--- src/rtl/wide_add_seq.sv ---
// rtl/wide_add_seq.sv - multi-word add/subtract sequencer sharing one 32-bit cla
//
// cla: 32-bit carry-lookahead adder, purely combinational.
//   i_a, i_b  : 32-bit operands
//   i_cin     : carry in
//   o_sum     : 32-bit sum (carry out is rebuilt by the caller from bit 31)
//
// wide_add_seq: two-requester arbiter plus word-serial sequencer.
//   clk, rst                  : clock, asynchronous active-high reset
//   reqN_valid/ready          : request handshake, N = 0,1
//   reqN_a, reqN_b, reqN_sub  : 32*NWORDS operands, 1 = a-b, 0 = a+b
//   resp_valid/ready          : response handshake
//   resp_sum                  : result modulo 2^(32*NWORDS)
//   resp_cout                 : final carry (not-borrow for subtraction)
//   resp_id                   : requester that issued the result

module cla (
  input  logic [31:0] i_a,
  input  logic [31:0] i_b,
  input  logic        i_cin,
  output logic [31:0] o_sum
);
  logic [31:0] w_g;
  logic [31:0] w_p;
  logic [31:0] w_c;
  logic [8:0]  w_gc;

  assign w_g = i_a & i_b;
  assign w_p = i_a ^ i_b;

  // Two-level lookahead: 4-bit group generate/propagate select group carries,
  // bit carries inside each group are expanded from the group carry-in.
  always_comb begin
    w_gc    = '0;
    w_c     = '0;
    w_gc[0] = i_cin;
    for (int k = 0; k < 8; k++) begin
      w_c[4*k]   = w_gc[k];
      w_c[4*k+1] = w_g[4*k] | (w_p[4*k] & w_gc[k]);
      w_c[4*k+2] = w_g[4*k+1] | (w_p[4*k+1] & w_g[4*k])
                 | (w_p[4*k+1] & w_p[4*k] & w_gc[k]);
      w_c[4*k+3] = w_g[4*k+2] | (w_p[4*k+2] & w_g[4*k+1])
                 | (w_p[4*k+2] & w_p[4*k+1] & w_g[4*k])
                 | (w_p[4*k+2] & w_p[4*k+1] & w_p[4*k] & w_gc[k]);
      w_gc[k+1]  = w_g[4*k+3] | (w_p[4*k+3] & w_g[4*k+2])
                 | (w_p[4*k+3] & w_p[4*k+2] & w_g[4*k+1])
                 | (w_p[4*k+3] & w_p[4*k+2] & w_p[4*k+1] & w_g[4*k])
                 | (w_p[4*k+3] & w_p[4*k+2] & w_p[4*k+1] & w_p[4*k] & w_gc[k]);
    end
  end

  assign o_sum = w_p ^ w_c;
endmodule

module wide_add_seq #(
  parameter int NWORDS = 4
) (
  input  logic                   clk,
  input  logic                   rst,
  input  logic                   req0_valid,
  output logic                   req0_ready,
  input  logic [32*NWORDS-1:0]   req0_a,
  input  logic [32*NWORDS-1:0]   req0_b,
  input  logic                   req0_sub,
  input  logic                   req1_valid,
  output logic                   req1_ready,
  input  logic [32*NWORDS-1:0]   req1_a,
  input  logic [32*NWORDS-1:0]   req1_b,
  input  logic                   req1_sub,
  output logic                   resp_valid,
  input  logic                   resp_ready,
  output logic [32*NWORDS-1:0]   resp_sum,
  output logic                   resp_cout,
  output logic                   resp_id
);
  localparam int W  = 32 * NWORDS;
  localparam int IW = $clog2(NWORDS);

  typedef enum logic [1:0] {S_IDLE, S_RUN, S_DONE} state_t;

  state_t          r_state;
  state_t          w_next;
  logic [IW-1:0]   r_idx;
  logic            r_carry;
  logic            r_last;
  logic [W-1:0]    r_a;
  logic [W-1:0]    r_b;
  logic            r_sub;
  logic            r_id;
  logic [W-1:0]    r_sum;
  logic            r_cout;
  logic            r_resp_id;
  logic            r_resp_valid;

  logic            w_idle;
  logic            w_accept;
  logic            w_last_word;
  logic [31:0]     w_a_word;
  logic [31:0]     w_b_word;
  logic [31:0]     w_sum_word;
  logic            w_carry_next;

  // On a tie the requester not served last wins; readies are forced low
  // while reset is asserted so nothing is handshaken during reset.
  assign w_idle     = (r_state == S_IDLE) & ~rst;
  assign req0_ready = w_idle & req0_valid & (~req1_valid | r_last);
  assign req1_ready = w_idle & req1_valid & (~req0_valid | ~r_last);
  assign w_accept   = req0_ready | req1_ready;

  assign w_last_word = (r_idx == IW'(NWORDS - 1));
  assign w_a_word    = r_a[32*r_idx +: 32];
  assign w_b_word    = r_sub ? ~r_b[32*r_idx +: 32] : r_b[32*r_idx +: 32];

  cla u_cla (
    .i_a   (w_a_word),
    .i_b   (w_b_word),
    .i_cin (r_carry),
    .o_sum (w_sum_word)
  );

  // Word carry-out rebuilt from the MSBs of operands and sum.
  assign w_carry_next = (w_a_word[31] & w_b_word[31])
                      | ((w_a_word[31] ^ w_b_word[31]) & ~w_sum_word[31]);

  always_ff @(posedge clk or posedge rst) begin
    if (rst) r_state <= S_IDLE;
    else     r_state <= w_next;
  end

  always_comb begin
    w_next = r_state;
    case (r_state)
      S_IDLE:  if (w_accept)    w_next = S_RUN;
      S_RUN:   if (w_last_word) w_next = S_DONE;
      S_DONE:  if (resp_ready)  w_next = S_IDLE;
      default: w_next = S_IDLE;
    endcase
  end

  always_ff @(posedge clk or posedge rst) begin
    if (rst) begin
      r_idx        <= '0;
      r_carry      <= 1'b0;
      r_last       <= 1'b1;
      r_a          <= '0;
      r_b          <= '0;
      r_sub        <= 1'b0;
      r_id         <= 1'b0;
      r_sum        <= '0;
      r_cout       <= 1'b0;
      r_resp_id    <= 1'b0;
      r_resp_valid <= 1'b0;
    end else begin
      case (r_state)
        S_IDLE: begin
          if (w_accept) begin
            r_a     <= req1_ready ? req1_a : req0_a;
            r_b     <= req1_ready ? req1_b : req0_b;
            r_sub   <= req1_ready ? req1_sub : req0_sub;
            r_carry <= req1_ready ? req1_sub : req0_sub;
            r_id    <= req1_ready;
            r_idx   <= '0;
          end
        end
        S_RUN: begin
          r_sum[32*r_idx +: 32] <= w_sum_word;
          r_carry               <= w_carry_next;
          r_idx                 <= r_idx + 1'b1;
          if (w_last_word) begin
            r_cout       <= w_carry_next;
            r_resp_id    <= r_id;
            r_last       <= r_id;
            r_resp_valid <= 1'b1;
            r_idx        <= '0;
          end
        end
        S_DONE: begin
          if (resp_ready) r_resp_valid <= 1'b0;
        end
        default: ;
      endcase
    end
  end

  assign resp_valid = r_resp_valid;
  assign resp_sum   = r_sum;
  assign resp_cout  = r_cout;
  assign resp_id    = r_resp_id;
endmodule

--- config.mk ---
export PLATFORM = sky130hd
export DESIGN_NAME = wide_add_seq
export DESIGN_NICKNAME = d
export VERILOG_FILES = /design/src/rtl/wide_add_seq.sv
export SDC_FILE = /design/constraint.sdc
export NUM_CORES = 1
export LEC_CHECK = 0
export CORE_AREA = 4 4 252 254
export DETAILED_ROUTE_END_ITERATION = 7
export DIE_AREA = 0 0 256 258
export GPL_TIMING_DRIVEN = 0
export PLACE_DENSITY = 0.67
export SLEW_MARGIN = 0
export SYNTH_ARGS = -nofsm -noshare
export SYNTH_HDL_FRONTEND = slang
export SYNTH_HIERARCHICAL = 1
export SYNTH_SLANG_ARGS = --single-unit
--- constraint.sdc ---
create_clock -name clk -period 11.6 [get_ports clk]
set_input_delay 1.16 -clock clk [delete_from_list [all_inputs] [get_ports clk]]
set_output_delay 1.16 -clock clk [all_outputs]
set_load 0.02 [all_outputs]
==> results by group, run 1 <==
Floorplan
  • Row count: 91
  • Die X: 256 um
  • Core ar.: 61,300 sq um
  • Initial Utilization: 36.5%
  • # IOs: 652
  • Die height: 258 um
  • Die ar.: 66,000 sq um

Clock tree
  • Cells resized by post-CTS repair: 0
  • CTS tree: yes
  • Clk buf depth: 3
  • H-tree levels: 2
  • Post-CTS Setup Bufs: 0
  • CTS Sinks: 395
  • CTS Root Cell: clkbuf_16
  • Cts hold-fix bufs: 0
  • CTS Buf Count: 46
  • Skew-Pair Late Insertion Delay: 0.61 ns
  • CTS clk-pin slew, worst paths: 0.06 ns

Logic synthesis
  • FF+latch count, synth: 395
  • Synthesized area per cell: 9.99 sq um
  • Synth cell types: 55
  • Area leader, netlist: dfrtp_1
  • Top cells by area, synth: dfrtp_1 (44%), o31ai_1 (8.6%), nand4_1 (7.2%)
  • Post-synth EDFFs: 0
  • FFs w/ async S/R, synth: 100%
  • Ys flop type: dfrtp_1
  • Cells after synthesis: 2,239
  • Seq/Total Area, Yosys: 44.2%
  • Mapped Nets: 2,802
  • Proportion of netlist area held by the largest area contributor: 44.1%
  • Mapped Area: 22,400 sq um
  • Yosys warning count: 6

Detailed routing
  • DRT Wirelength: 119 mm
  • Drt pass-1 iters: 6
  • Antenna-violating nets left: 0
  • DR vias/cell: 6.49
  • Wire per inst: 31.5 um
  • DRC violations left: 0
  • Iteration-0 DRC count of the detailed router: 2,794
  • DR vias: 24,500

Run
  • Max cap viols: 0

Status
  • Status: finished clean

Setup path
  • CP Class: reg2reg
  • Worst Path Arrival: 6.66 ns
  • Worst setup EP type: flip-flop
  • Register-to-Register Path Depth: 16
  • Setup crit start kind: flip-flop
  • Reg2reg end: resp_sum[25]
  • WP data required: 12.10 ns
  • CP max FO: 10
  • Setup slack, reg-to-reg: 5.44 ns
  • Worst R2R Start: r_idx[1]

Worst hold path
  • Worst Hold End: resp_sum[18]
  • Hold path startpoint: resp_sum[18]
  • Hold Path Class: reg2reg
  • Hold Path Depth: 2

Timing
  • Measured slew at the worst slew-check pin: 1.16 ns
  • Setup TNS: 0 ns
  • Fmax: 162 MHz
  • Final setup viols: 0
  • Minimum clock period: 6.16 ns
  • Slew Viols, Final: 0
  • Final period utilization: 53.1%
  • Fin. Hold Viols: 0
  • Post-Route Skew: 0.0214 ns
  • Slew headroom: 22.2%
  • RSZ-0062 raised after global routing: false
  • Hold WS: 0.493 ns

Placement
  • GPL Wtd Cong: 1.01
  • DP Wirelength: 95.0 mm
  • Port buffer count: 650
  • Area after DPL: 30,100 sq um

Final layout
  • # nets final: 3,512
  • Fillers: 5,583
  • Layout area overhead: 41.6%
  • Layout cells sized above 1: 7.10%
  • Fin area: 31,700 sq um

Power and ir drop
  • Pleak: 0.0116 uW
  • Total power: 11,000 uW
  • Power Dens Cells: 346 nW/um^2
  • VDD IR max: 0.000382 V

GRT
  • Antenna violations before repair: 10
  • Pin count of the biggest net entering global routing: 44
  • First-pass GRT wire length: 169 mm
  • Vias in the first global route: 24,500
  • Grt ovf: 0
  • Gr usage total: 34.3%
-- power by group --
part	internal, uW	switching, uW	leakage (uW)	total, uW
combinational	2400	4540	0.00603	6940
sequential	2000	485	0.00482	2480
clock	896	638	0.000762	1530
-- synth_stat cells, types with 25 or more instances --
library cell	instances
o21ai_0	45
nand4_1	259
o31ai_1	257
xor2_1	45
buf_6	25
clkbuf_1	240
ha_1	36
dfrtp_1	394
a31oi_1	257
a22o_1	97
nor3_1	259
mux4_2	64
nand2_1	79
-- cell families after synthesis --
logic type                 count (synthesis)  synth area share [%]
muxes                                     66                  6.55
buffers and inverters                    331                  6.52
AOI/OAI and AO/OA                        712                  22.5
adders and majority gates                 44                  2.73
xor gates and xnor gates                  54                  2.11
and+or+nand+nor                          637                  15.4
DFF                                      395                  44.2
-- per-stage QoR --
stage | utilization, % | setup WS, ns | instances
after floorplan | - | 5.12 | 2239
after detailed placement | 49.1 | 5.70 | 3691
after CTS | 51.7 | 5.66 | 3775
after global placement | 48.7 | 2.30 | 3679
final | 51.7 | 5.44 | 3781
after global routing | 51.7 | 5.28 | 3780
-- final cells by class --
type / count / area [sq um] / share of cell area (%)
plain buffers: 308 / 1370 / 4.34
clock inverters: 20 / 253 / 0.798
flip-flops and latches: 395 / 9890 / 31.2
clock buffers: 64 / 1300 / 4.10
repair buffers: 662 / 6750 / 21.3
multi-input cells: 1513 / 11000 / 34.8
inverters: 23 / 90.1 / 0.284
well taps: 790 / 988 / 3.12
diodes: 6 / 15.0 / 0.0474
-- registers in the layout, summed over array words and instances (netlist names) --
signal / flops
resp_id: 1
r_b: 128
r_last: 1
resp_valid: 1
r_state: 2
r_id: 1
r_a: 128
resp_cout: 1
r_idx: 2
r_sub: 1
r_carry: 1
resp_sum: 128
-- worst max path at each step --
stage / start / cells after the start / to
2_1_floorplan: rst / 1 / r_a[0]
3_3_place_gp: rst / 2 / r_a[102]
3_5_place_dp: r_idx[1] / 16 / resp_sum[25]
4_1_cts: r_idx[1] / 16 / resp_sum[25]
5_1_grt: r_idx[1] / 16 / resp_sum[25]
6_report: r_idx[1] / 16 / resp_sum[25]
-- routing by layer --
metal,track usage [%],wire length (um),vias to the layer above
li1,-,-,10300
met1,44.8,47300,12300
met2,55.6,55200,1571
met3,8.19,10900,300
met4,13.5,5650,8
met5,0,46,-
-- critical path, stage by stage, from the launching register on --
cell,delay (ns)
dfrtp_1,0.47
clkbuf_1,0.65
buf_1,0.82
mux4_2,0.49
ha_1,0.38
a21o_1,0.19
a21oi_1,0.22
o21ai_0,0.14
a32oi_1,0.44
a21oi_1,0.20
nor2_1,0.26
o21ai_0,0.23
a21o_2,0.25
fa_1,0.38
xor2_1,0.64
nand2_1,0.09
o21ai_0,0.18
-- cells in the final DEF, fill, tap and decap left out, drive strengths merged, types with 2 or more instances in the layout --
cell type      synthesis  routed
a211oi                 2       2
nor2b                  4       4
o21bai                 5       5
or3                    2       2
a32oi                  2       2
o21a                   2       2
bufinv                 0       5
a31oi                257     257
o21ai                 45      45
o22ai                  2       2
xor2                  45      45
fa                     8       8
o31ai                257     257
a21oi                 17      17
mux2                   2       2
nor3                 260     260
a21o                  13      13
dfrtp                394     394
nor2                  12      12
a22o                  97      97
and3                   3       3
ha                    36      36
mux4                  64      64
nand4                259     259
clkdlybuf4s50          0     650
clkinvlp               0       3
xnor2                  9       9
a221o                  2       2
nand3b                 3       3
buf                   68      80
clkinv                 0      11
clkbuf               240     304
nand2                 79      79
nand3                  8       8
diode                  0       6
nand2b                 2       2
inv                   23      24
(Power assumes the default switching activity.)
==> run 2, diff against run 1 <==
- CORE_AREA: 4 4 252 254 -> 4 4 253 255
- DIE_AREA: 0 0 256 258 -> 0 0 257 259
- PLACE_DENSITY: 0.67 -> default
- clock period: 11.6 -> 5.8 ns (I/O delays scaled with it)
==> run 2 against run 1 <==
Against the previous run:
- maximum frequency up 9.8%
- register-to-register slack worse by 5.2 ns
- global-route usage up 0.62 points
- clock power up 100%
- worst setup slack worse by 5.2 ns
- clock skew down 0.0016 ns
- die area up 0.78%
- final cell count up 1.3%
- sequential share of layout area down 0.13 points
- non-clock buffer count unchanged
- count of clock-buffer cells in the layout up 1
- critical path type unchanged
==> results by group, run 2 (synthesized netlist as in run 1, its figures left out) <==
Status
  • Status: finished clean

Placement
  • DP Wirelength: 97.6 mm (+2.7%)
  • Pre-CTS WS: -0.00833 ns (-5.70 ns)
  • Area after DPL: 30,100 sq um (+0.12%)
  • GPL Wtd Cong: 0.992 (-1.8%)
  • Port buffer count: 650 (unchanged)
  • Placed instance count: 3,737 (+1.2%)

Setup path
  • Setup crit start kind: flip-flop
  • Register-to-Register Path Depth: 17 (+1)
  • CP Class: reg2reg
  • CP max FO: 10 (unchanged)
  • Worst Path Arrival: 6.11 ns (-0.55 ns)
  • CP Cell Sequence: clkbuf_1, buf_2, buf_2, mux4_2, ha_1, a21o_1, a21oi_1, o21ai_0, a32oi_1, a21oi_1, nor2_1, o21ai_0, a21o_2, fa_1, xor2_1, nand2_1, o21ai_0
  • Worst setup path endpoint: resp_sum[25]
  • Highest-delay cell along the critical path: mux4_2
  • Worst R2R Start: r_idx[0]
  • CP most frequent cell: o21ai_0
  • Worst setup EP type: flip-flop
  • Reg2reg end: resp_sum[25]
  • Setup slack, reg-to-reg: 0.19 ns (-5.25 ns)
  • CP max stage delay: 0.62 ns (-0.20 ns)
  • WP data required: 6.30 ns (-5.80 ns)
  • CP Launch Point: r_idx[0]

Timing
  • Fin. Hold Viols: 0 (unchanged)
  • Slew headroom: 20.3% (-1.9 points)
  • Final period utilization: 96.7% (+44 points)
  • Fmax: 178 MHz (+9.8%)
  • RSZ-0062 raised after global routing: false
  • Minimum clock period: 5.61 ns (-0.551 ns)
  • Hold WS: 0.484 ns (-0.00829 ns)
  • Slew Viols, Final: 0 (unchanged)
  • Measured slew at the worst slew-check pin: 1.19 ns (+0.0305 ns)
  • Post-Route Skew: 0.0199 ns (-0.00157 ns)
  • PnR worst setup slack: 0.190 ns (-5.25 ns)
  • Final setup viols: 0 (unchanged)

Final layout
  • FF/Latch Area: 9890 sq um (unchanged)
  • Cell Count, Final, Fillers Out: 3,831 (+1.3%)
  • Layout area overhead: 42.2%
  • # nets final: 3,513 (+0.028%)
  • Most common cell after layout, fill and taps aside: clkdlybuf4s50_1
  • Most frequent cells in the layout: clkdlybuf4s50_1 (650), dfrtp_1 (394), nor3_1 (259), nand4_1 (259)
  • Multi-input gate area: 11,000 sq um (+0.13%)
  • Layout cells sized above 1: 7.37% (+0.27 points)
  • Fin area: 31,800 sq um (+0.41%)
  • Fillers: 5,655 (+1.3%)

GRT
  • Grt ovf: 0 (unchanged)
  • First-pass GRT wire length: 172 mm (+1.8%)
  • Antenna violations before repair: 14 (+4)
  • GR Layer Usage met3: 7.68% (-0.51 points)
  • GRT met1 Usage: 46.6% (+1.8 points)
  • Gr usage total: 35.0% (+0.62 points)
  • Met2 usage: 55.8% (+0.17 points)
  • Vias in the first global route: 24,300 (-0.73%)
  • Gr busiest metal: met2
  • Pin count of the biggest net entering global routing: 44 (unchanged)

Floorplan
  • Row count: 91 (unchanged)
  • # IOs: 652 (unchanged)
  • Die height: 259 um (+0.39%)
  • Core ar.: 61,600 sq um (+0.56%)
  • Die X: 257 um (+0.39%)
  • Die ar.: 66,600 sq um (+0.78%)
  • Initial Utilization: 36.3% (-0.20 points)

Detailed routing
  • Iteration-0 DRC count of the detailed router: 2,752 (-1.5%)
  • DRT Wirelength: 121 mm (+1.5%)
  • DRC violations left: 0 (unchanged)
  • DR vias/cell: 6.37 (-1.9%)
  • Antenna-violating nets left: 0 (unchanged)
  • Wire per inst: 31.5 um (+0.15%)
  • DR vias: 24,400 (-0.59%)
  • Drt pass-1 iters: 6 (unchanged)

Clock tree
  • CTS clk-pin slew, worst paths: 0.06 ns (about the same)
  • Cts hold-fix bufs: 0 (unchanged)
  • CTS Buf Count: 47 (+2.2%)
  • CTS tree: yes
  • Post-CTS Setup Bufs: 0 (unchanged)
  • Skew-Pair Late Insertion Delay: 0.59 ns (-0.02 ns)
  • CTS Root Cell: clkbuf_16
  • CTS Sinks: 395 (unchanged)
  • Cells resized by post-CTS repair: 1 (+1)
  • Clk buf depth: 3 (unchanged)
  • H-tree levels: 2 (unchanged)

Run
  • Max cap viols: 0 (unchanged)

Power and ir drop
  • Power Dens Cells: 685 nW/um^2 (+98%)
  • Total power: 21,800 uW (+99%)
  • VDD IR max: 0.000600 V (+57%)
  • Pleak: 0.0116 uW (+0.33%)

Worst hold path
  • Hold Path Class: reg2reg
[run 2: cell count changes in the layout (fill, tap and decap cells not counted), moves of 2 or more]
cell       delta
clkbuf_16     +3
clkinv_2      +2
clkbuf_8      +3
diode_2       +3
clkbuf_1      -5
[run 2: metal layers]
layer  vias to the layer above  share of wire [%]
li1                      10400                  -
met1                     12300                 40
met2                      1465                 46
met3                       280                8.7
met4                        10                4.7
met5                         -              0.048
[run 2: worst min path at each step]
stage	end	start	slack (ns)	depth (start not counted)
CTS	r_b[0]	rst	0.46	2
detailed placement	resp_sum[15]	resp_sum[15]	0.47	2
finish	resp_sum[15]	resp_sum[15]	0.48	2
floorplan	r_id	r_id	0.46	1
global placement	resp_cout	resp_cout	0.47	2
global route	r_b[0]	rst	0.51	2
[run 2: where the power goes]
group	leakage, uW	switching [uW]	internal, uW
clock	0.000797	1280	1860
combinational	0.00603	8880	4820
sequential	0.00482	964	3990
total	0.0116	11100	10700
[run 2: through the flow]
step	setup TNS (ns)	utilization [%]
2_1_floorplan	-37.44	-
3_3_place_gp	-1172.49	48.6
3_5_place_dp	-0.00833	48.9
4_1_cts	0	51.5
5_1_grt	0	51.6
6_report	0	51.6
[run 2: cell type report]
type | count | share of cell area (%)
Timing Repair Buffer | 662 | 21.2
Clock buffer | 65 | 4.39
Buffer | 308 | 4.32
Inverter | 23 | 0.283
Multi-Input combinational cell | 1513 | 34.7
Antenna cell | 9 | 0.0708
Clock inverter | 19 | 0.653
Sequential cell | 395 | 31.1
Tap cell | 837 | 3.29
[run 2: critical path, delay by kind of cell (launching register included)]
family	cells	cell delay [ns]
AO/OA/AOI/OAI	8	1.64
XOR/XNOR	1	0.61
adder cells (fa/ha/maj)	2	0.75
buffers and inverters	3	1.15
flip-flops	1	0.38
multiplexers	1	0.62
AND/OR/NAND/NOR	2	0.34
